`src/rtl/addsub_pipe.sv`:
```
// Pipelined adder/subtractor: one WIDTH/STAGES-bit slice is added per stage,
// with a per-stage valid bit and a whole-pipe stall on output back-pressure.
module addsub_pipe #(
  parameter int WIDTH  = 8,
  parameter int STAGES = 2
) (
  input  logic             Clock,
  input  logic             Reset,
  input  logic             in_valid,
  output logic             in_ready,
  input  logic [WIDTH-1:0] a,
  input  logic [WIDTH-1:0] b,
  input  logic             c_in,
  input  logic             sub,
  output logic             out_valid,
  input  logic             out_ready,
  output logic [WIDTH-1:0] s,
  output logic             c_out,
  output logic             overflow
);
  localparam int SW = WIDTH / STAGES;

  logic             advance_s;
  logic [WIDTH-1:0] b_eff_s;
  logic             c0_s;
  logic [WIDTH-1:0] s_r;
  logic             c_out_r;
  logic             ovf_r;

  // Subtraction is a + ~b + 1: fold the inversion and forced carry-in in up front
  always_comb begin
    b_eff_s = b;
    c0_s    = c_in;
    if (sub) begin
      b_eff_s = ~b;
      c0_s    = 1'b1;
    end else begin
      b_eff_s = b;
      c0_s    = c_in;
    end
  end

  assign out_valid = g_stage[STAGES-1].v_r;
  assign advance_s = ~(out_valid & ~out_ready);
  assign in_ready  = advance_s;
  assign s         = s_r;
  assign c_out     = c_out_r;
  assign overflow  = ovf_r;

  for (genvar k = 0; k < STAGES; k++) begin : g_stage
    // R operand bits are still un-added on entry to stage k
    localparam int R = WIDTH - k * SW;

    logic [R-1:0]          ia_s;
    logic [R-1:0]          ib_s;
    logic                  ic_s;
    logic                  iv_s;
    logic [(k+1)*SW-1:0]   sum_s;
    logic [SW:0]           slice_s;
    logic                  v_r;

    if (k == 0) begin : g_src
      assign ia_s  = a;
      assign ib_s  = b_eff_s;
      assign ic_s  = c0_s;
      assign iv_s  = in_valid;
      assign sum_s = slice_s[SW-1:0];
    end else begin : g_src
      assign ia_s  = g_stage[k-1].g_fwd.a_r;
      assign ib_s  = g_stage[k-1].g_fwd.b_r;
      assign ic_s  = g_stage[k-1].g_fwd.c_r;
      assign iv_s  = g_stage[k-1].v_r;
      assign sum_s = {slice_s[SW-1:0], g_stage[k-1].g_fwd.sum_r};
    end

    assign slice_s = {1'b0, ia_s[SW-1:0]} + {1'b0, ib_s[SW-1:0]} + {{SW{1'b0}}, ic_s};

    // Valid bit travels with its data so bubbles keep their slot
    always_ff @(posedge Clock or posedge Reset) begin
      if (Reset) begin
        v_r <= 1'b0;
      end else if (advance_s) begin
        v_r <= iv_s;
      end else begin
        v_r <= v_r;
      end
    end

    if (k < STAGES - 1) begin : g_fwd
      logic [R-SW-1:0]     a_r;
      logic [R-SW-1:0]     b_r;
      logic [(k+1)*SW-1:0] sum_r;
      logic                c_r;

      // Carry forward the upper operand slices, the partial sum and the slice carry
      always_ff @(posedge Clock or posedge Reset) begin
        if (Reset) begin
          a_r   <= {(R-SW){1'b0}};
          b_r   <= {(R-SW){1'b0}};
          sum_r <= {((k+1)*SW){1'b0}};
          c_r   <= 1'b0;
        end else if (advance_s) begin
          a_r   <= ia_s[R-1:SW];
          b_r   <= ib_s[R-1:SW];
          sum_r <= sum_s;
          c_r   <= slice_s[SW];
        end else begin
          a_r   <= a_r;
          b_r   <= b_r;
          sum_r <= sum_r;
          c_r   <= c_r;
        end
      end
    end else begin : g_last
      logic msb_c_s;

      // Carry into the MSB recovered from the MSB sum bit: sum = a ^ b ^ cin
      assign msb_c_s = ia_s[SW-1] ^ ib_s[SW-1] ^ slice_s[SW-1];

      // Final stage registers the visible result
      always_ff @(posedge Clock or posedge Reset) begin
        if (Reset) begin
          s_r     <= {WIDTH{1'b0}};
          c_out_r <= 1'b0;
          ovf_r   <= 1'b0;
        end else if (advance_s) begin
          s_r     <= sum_s;
          c_out_r <= slice_s[SW];
          ovf_r   <= msb_c_s ^ slice_s[SW];
        end else begin
          s_r     <= s_r;
          c_out_r <= c_out_r;
          ovf_r   <= ovf_r;
        end
      end
    end
  end

endmodule

```
`config.mk`:
```
export PLATFORM = sky130hd
export DESIGN_NAME = addsub_pipe
export DESIGN_NICKNAME = d
export VERILOG_FILES = /design/src/rtl/addsub_pipe.sv
export SDC_FILE = /design/constraint.sdc
export NUM_CORES = 1
export LEC_CHECK = 0
export ABC_AREA = 1
export BUFFER_PORTS_ARGS = -buffer_cell sky130_fd_sc_hd__buf_2
export CORE_UTILIZATION = 52
export CTS_CLUSTER_DIAMETER = 150
export DETAILED_ROUTE_END_ITERATION = 7
export PLACE_DENSITY = 0.84
export SLEW_MARGIN = 15
export SYNTH_ARGS = -nofsm -noshare
export SYNTH_HDL_FRONTEND = slang
export SYNTH_SLANG_ARGS = --single-unit
```
`constraint.sdc`:
```
create_clock -name Clock -period 2 [get_ports Clock]
set_input_delay 0.4 -clock Clock [delete_from_list [all_inputs] [get_ports Clock]]
set_output_delay 0.4 -clock Clock [all_outputs]
set_load 0.005 [all_outputs]
```
==> impl_metrics.env <==
export IMPL_status="completed"
export IMPL_yosysTopAreaCellShare_pct=45.1
export IMPL_drv_cap=0
export IMPL_synth_cell_types=21
export IMPL_post_cts_repair_setup_buffers=0
export IMPL_setup_viol=0
export IMPL_rsz0062_at_grt="false"
export IMPL_ys_seq_area_share_pct=45.1
export IMPL_utilization_pct=63.9
export IMPL_die_y_um=53.7
export IMPL_highest_layer="met4"
export IMPL_dpl_worst_slack_ns=-0.0647
export IMPL_final_hold_viol_count=0
export IMPL_synth_compound_area_share_pct=9.11
export IMPL_routed_via_count=1090
export IMPL_synthMuxAreaShare_pct=0
export IMPL_grt_util_all_layers_pct=20.6
export IMPL_area_delta_synth_final_pct=15.1
export IMPL_fin_worst_skew_ns=0.00405
export IMPL_syn_num_nets=187
export IMPL_rows=18
export IMPL_fin_crit_ns=1.73
export IMPL_final_area_mm2=0.00160
export IMPL_gr_total_overflow=0
export IMPL_path_class="in2reg"
export IMPL_n_antenna_cell=0
export IMPL_yosys_area_top_type="dfrtp_1"
export IMPL_grt_max_degree=26
export IMPL_regArea_um2=626
export IMPL_grt_pass1_wl_um=4250
export IMPL_synth_top_family_by_area="simple AND/OR/NAND/NOR gates"
export IMPL_chipWidth_um=53.7
export IMPL_path_clk_slew_ns=0.12
export IMPL_worstPathArrival_ns=1.97
export IMPL_cts_buffers=3
export IMPL_worstSkewPairLatency_ns=0.30
export IMPL_ctsResizeCount=0
export IMPL_wl_met2_um=1290
export IMPL_pwr_density_cell_mw_per_mm2=908
export IMPL_wl_met1_um=1010
export IMPL_start_kind="input pin"
export IMPL_root_buffer="clkbuf_4"
export IMPL_yosysWarnings=0
export IMPL_firstDrtPassIters=4
export IMPL_holdWs_ns=0.113
export IMPL_syn_cell_area_mm2=0.00139
export IMPL_worst_pin_slew_ns=0.309
export IMPL_drtIter0Drc=9
export IMPL_synth_fa_ha_area_share_pct=11.2
export IMPL_routed_wl_um=2440
export IMPL_synth_area_top_cells="dfrtp_1, nand2_1, fa_1, ha_1, o21ai_0"
export IMPL_htree_levels=1
export IMPL_drt_vias_per_instance=4.93
export IMPL_syn_instance_count=155
export IMPL_final_nets=224
export IMPL_power_leakage_nw=0.858
export IMPL_cts_sinks=25
export IMPL_finalPower_mw=1.45
export IMPL_hold_class="in2async"
export IMPL_route_detailed_drc=0
export IMPL_synth_seq_cells=25
export IMPL_worstPathRequired_ns=2.24
export IMPL_avgRoutedWirePerCell_um=11.0
export IMPL_routed_wl_met3_um=95
export IMPL_synth_xor_area_share_pct=5.05
export IMPL_fillers=224
export IMPL_max_freq_mhz=579
export IMPL_slew_violations=0
export IMPL_ir_drop_mv=0.517
export IMPL_die_area_mm2=0.00288
export IMPL_multi_input_area_um2=648
export IMPL_grt_pass1_vias=1012
export IMPL_fin_crit_sh_pct=86.3
export IMPL_gp_congestion=0.899
export IMPL_ctsHoldBuffers=0
export IMPL_portBuffers=33
export IMPL_postPlaceCellArea_mm2=0.00157
export IMPL_ios=34
export IMPL_cts_buffer_depth=2
export IMPL_synth_avg_cell_area_um2=8.95
export IMPL_core_mm2=0.00250
export IMPL_relSlewSlack_pct=79.4
export IMPL_cts_tree="done"
export IMPL_worst_slack_ns=0.274
export IMPL_dpl_hpwl_um=1940
export IMPL_drive_gt1_share_pct=27.7
export IMPL_antenna_found_initial=0
export IMPL_path_max_fanout=3
export IMPL_end_kind="flop"
export IMPL_synthSimpleGateAreaFrac_pct=21.2
export IMPL_start_util_pct=55.5
export IMPL_ant_nets=0
-- flip-flops by register name, indices dropped and copies added (netlist names) --
name	cells
c_out	1
g_stage.g_fwd.a_r	4
g_stage.g_fwd.b_r	4
g_stage.g_fwd.c_r	1
g_stage.g_fwd.sum_r	4
g_stage.v_r	1
out_valid	1
overflow	1
s	8
-- cells in the mapped netlist --
| cell | count |
|---|---|
| nor2_1 | 4 |
| inv_1 | 14 |
| o21ai_2 | 6 |
| nand3_1 | 7 |
| buf_4 | 2 |
| xor2_1 | 4 |
| xnor2_1 | 4 |
| o21ai_0 | 11 |
| inv_2 | 1 |
| or2_0 | 1 |
| nor2_2 | 1 |
| a21oi_2 | 1 |
| ha_1 | 6 |
| nor2_4 | 1 |
| buf_6 | 4 |
| dfrtp_1 | 25 |
| a21oi_1 | 2 |
| nand3b_1 | 1 |
| fa_1 | 4 |
| nand2_1 | 55 |
| or2_2 | 1 |
-- stage by stage --
stage                     setup TNS [ns]  instances
after floorplan                        0        155
after global placement           -0.0131        217
after detailed placement          -0.117        217
after CTS                              0        221
after global routing                   0        221
final                                  0        221
-- kinds of logic (layout without fill, tap and decap cells) --
group	count (synthesis)	in the layout
adder cells (fa/ha/maj)	10	10
flip-flops	25	25
AND/OR/NAND/NOR	71	71
AO/OA/AOI/OAI	20	20
XOR/XNOR	8	8
buffers and inverters	21	57
-- routing by layer --
metal  track usage (%)  vias to the layer above
met1              25.0                      499
met5                 0                        -
met2              37.1                       32
met4              7.46                        0
li1                  -                      555
met3              2.54                        4
-- path summary, 6_finish.rpt --
kind / startpoint / depth (start not counted) / endpoint / slack (ns)
setup / recovery: sub / 9 / g_stage[0].g_fwd.sum_r[2] / 0.27
hold / removal: Reset / 3 / out_valid / 0.11
setup reg to reg: g_stage[0].g_fwd.a_r[0] / 10 / overflow / 0.31
hold reg to reg: g_stage[0].v_r / 2 / out_valid / 0.48
max in group asynchronous: Reset / 3 / s[0] / 1.65
min in group Clock: a[6] / 3 / g_stage[0].g_fwd.a_r[2] / 0.28
-- layout make-up --
class	count	area share, %
multi-input combinational	109	40.6
sequential	25	39.2
timing repair buffer	38	12.7
inverter	15	3.53
tap	30	2.35
clock buffer	4	1.65
-- cell usage in the layout, fill, tap and decap left out, types with 2 or more instances in the layout --
| cell | netlist | final |
|---|---|---|
| nand2_1 | 55 | 55 |
| buf_2 | 0 | 33 |
| dfrtp_1 | 25 | 25 |
| inv_1 | 14 | 14 |
| o21ai_0 | 11 | 10 |
| nand3_1 | 7 | 7 |
| o21ai_2 | 6 | 6 |
| ha_1 | 6 | 6 |
| buf_4 | 2 | 5 |
| xnor2_1 | 4 | 4 |
| xor2_1 | 4 | 4 |
| nor2_1 | 4 | 4 |
| fa_1 | 4 | 3 |
| clkbuf_4 | 0 | 3 |
| a21oi_1 | 2 | 2 |
-- critical path, stage by stage --
cell     delay [ns]
buf_2          0.12
or2_2          0.30
fa_1           0.41
fa_2           0.37
nand2_1        0.08
inv_1          0.05
nor2_1         0.12
o21ai_2        0.07
o21ai_2        0.05
-- where the power goes --
| group | internal (mW) | switching [mW] | total, mW | leakage (nW) |
|---|---|---|---|---|
| Clock | 0.0777 | 0.138 | 0.216 | 0.0150 |
| Sequential | 0.637 | 0.0687 | 0.706 | 0.300 |
| Combinational | 0.233 | 0.294 | 0.527 | 0.543 |
Power figures use the tool's default switching activity.
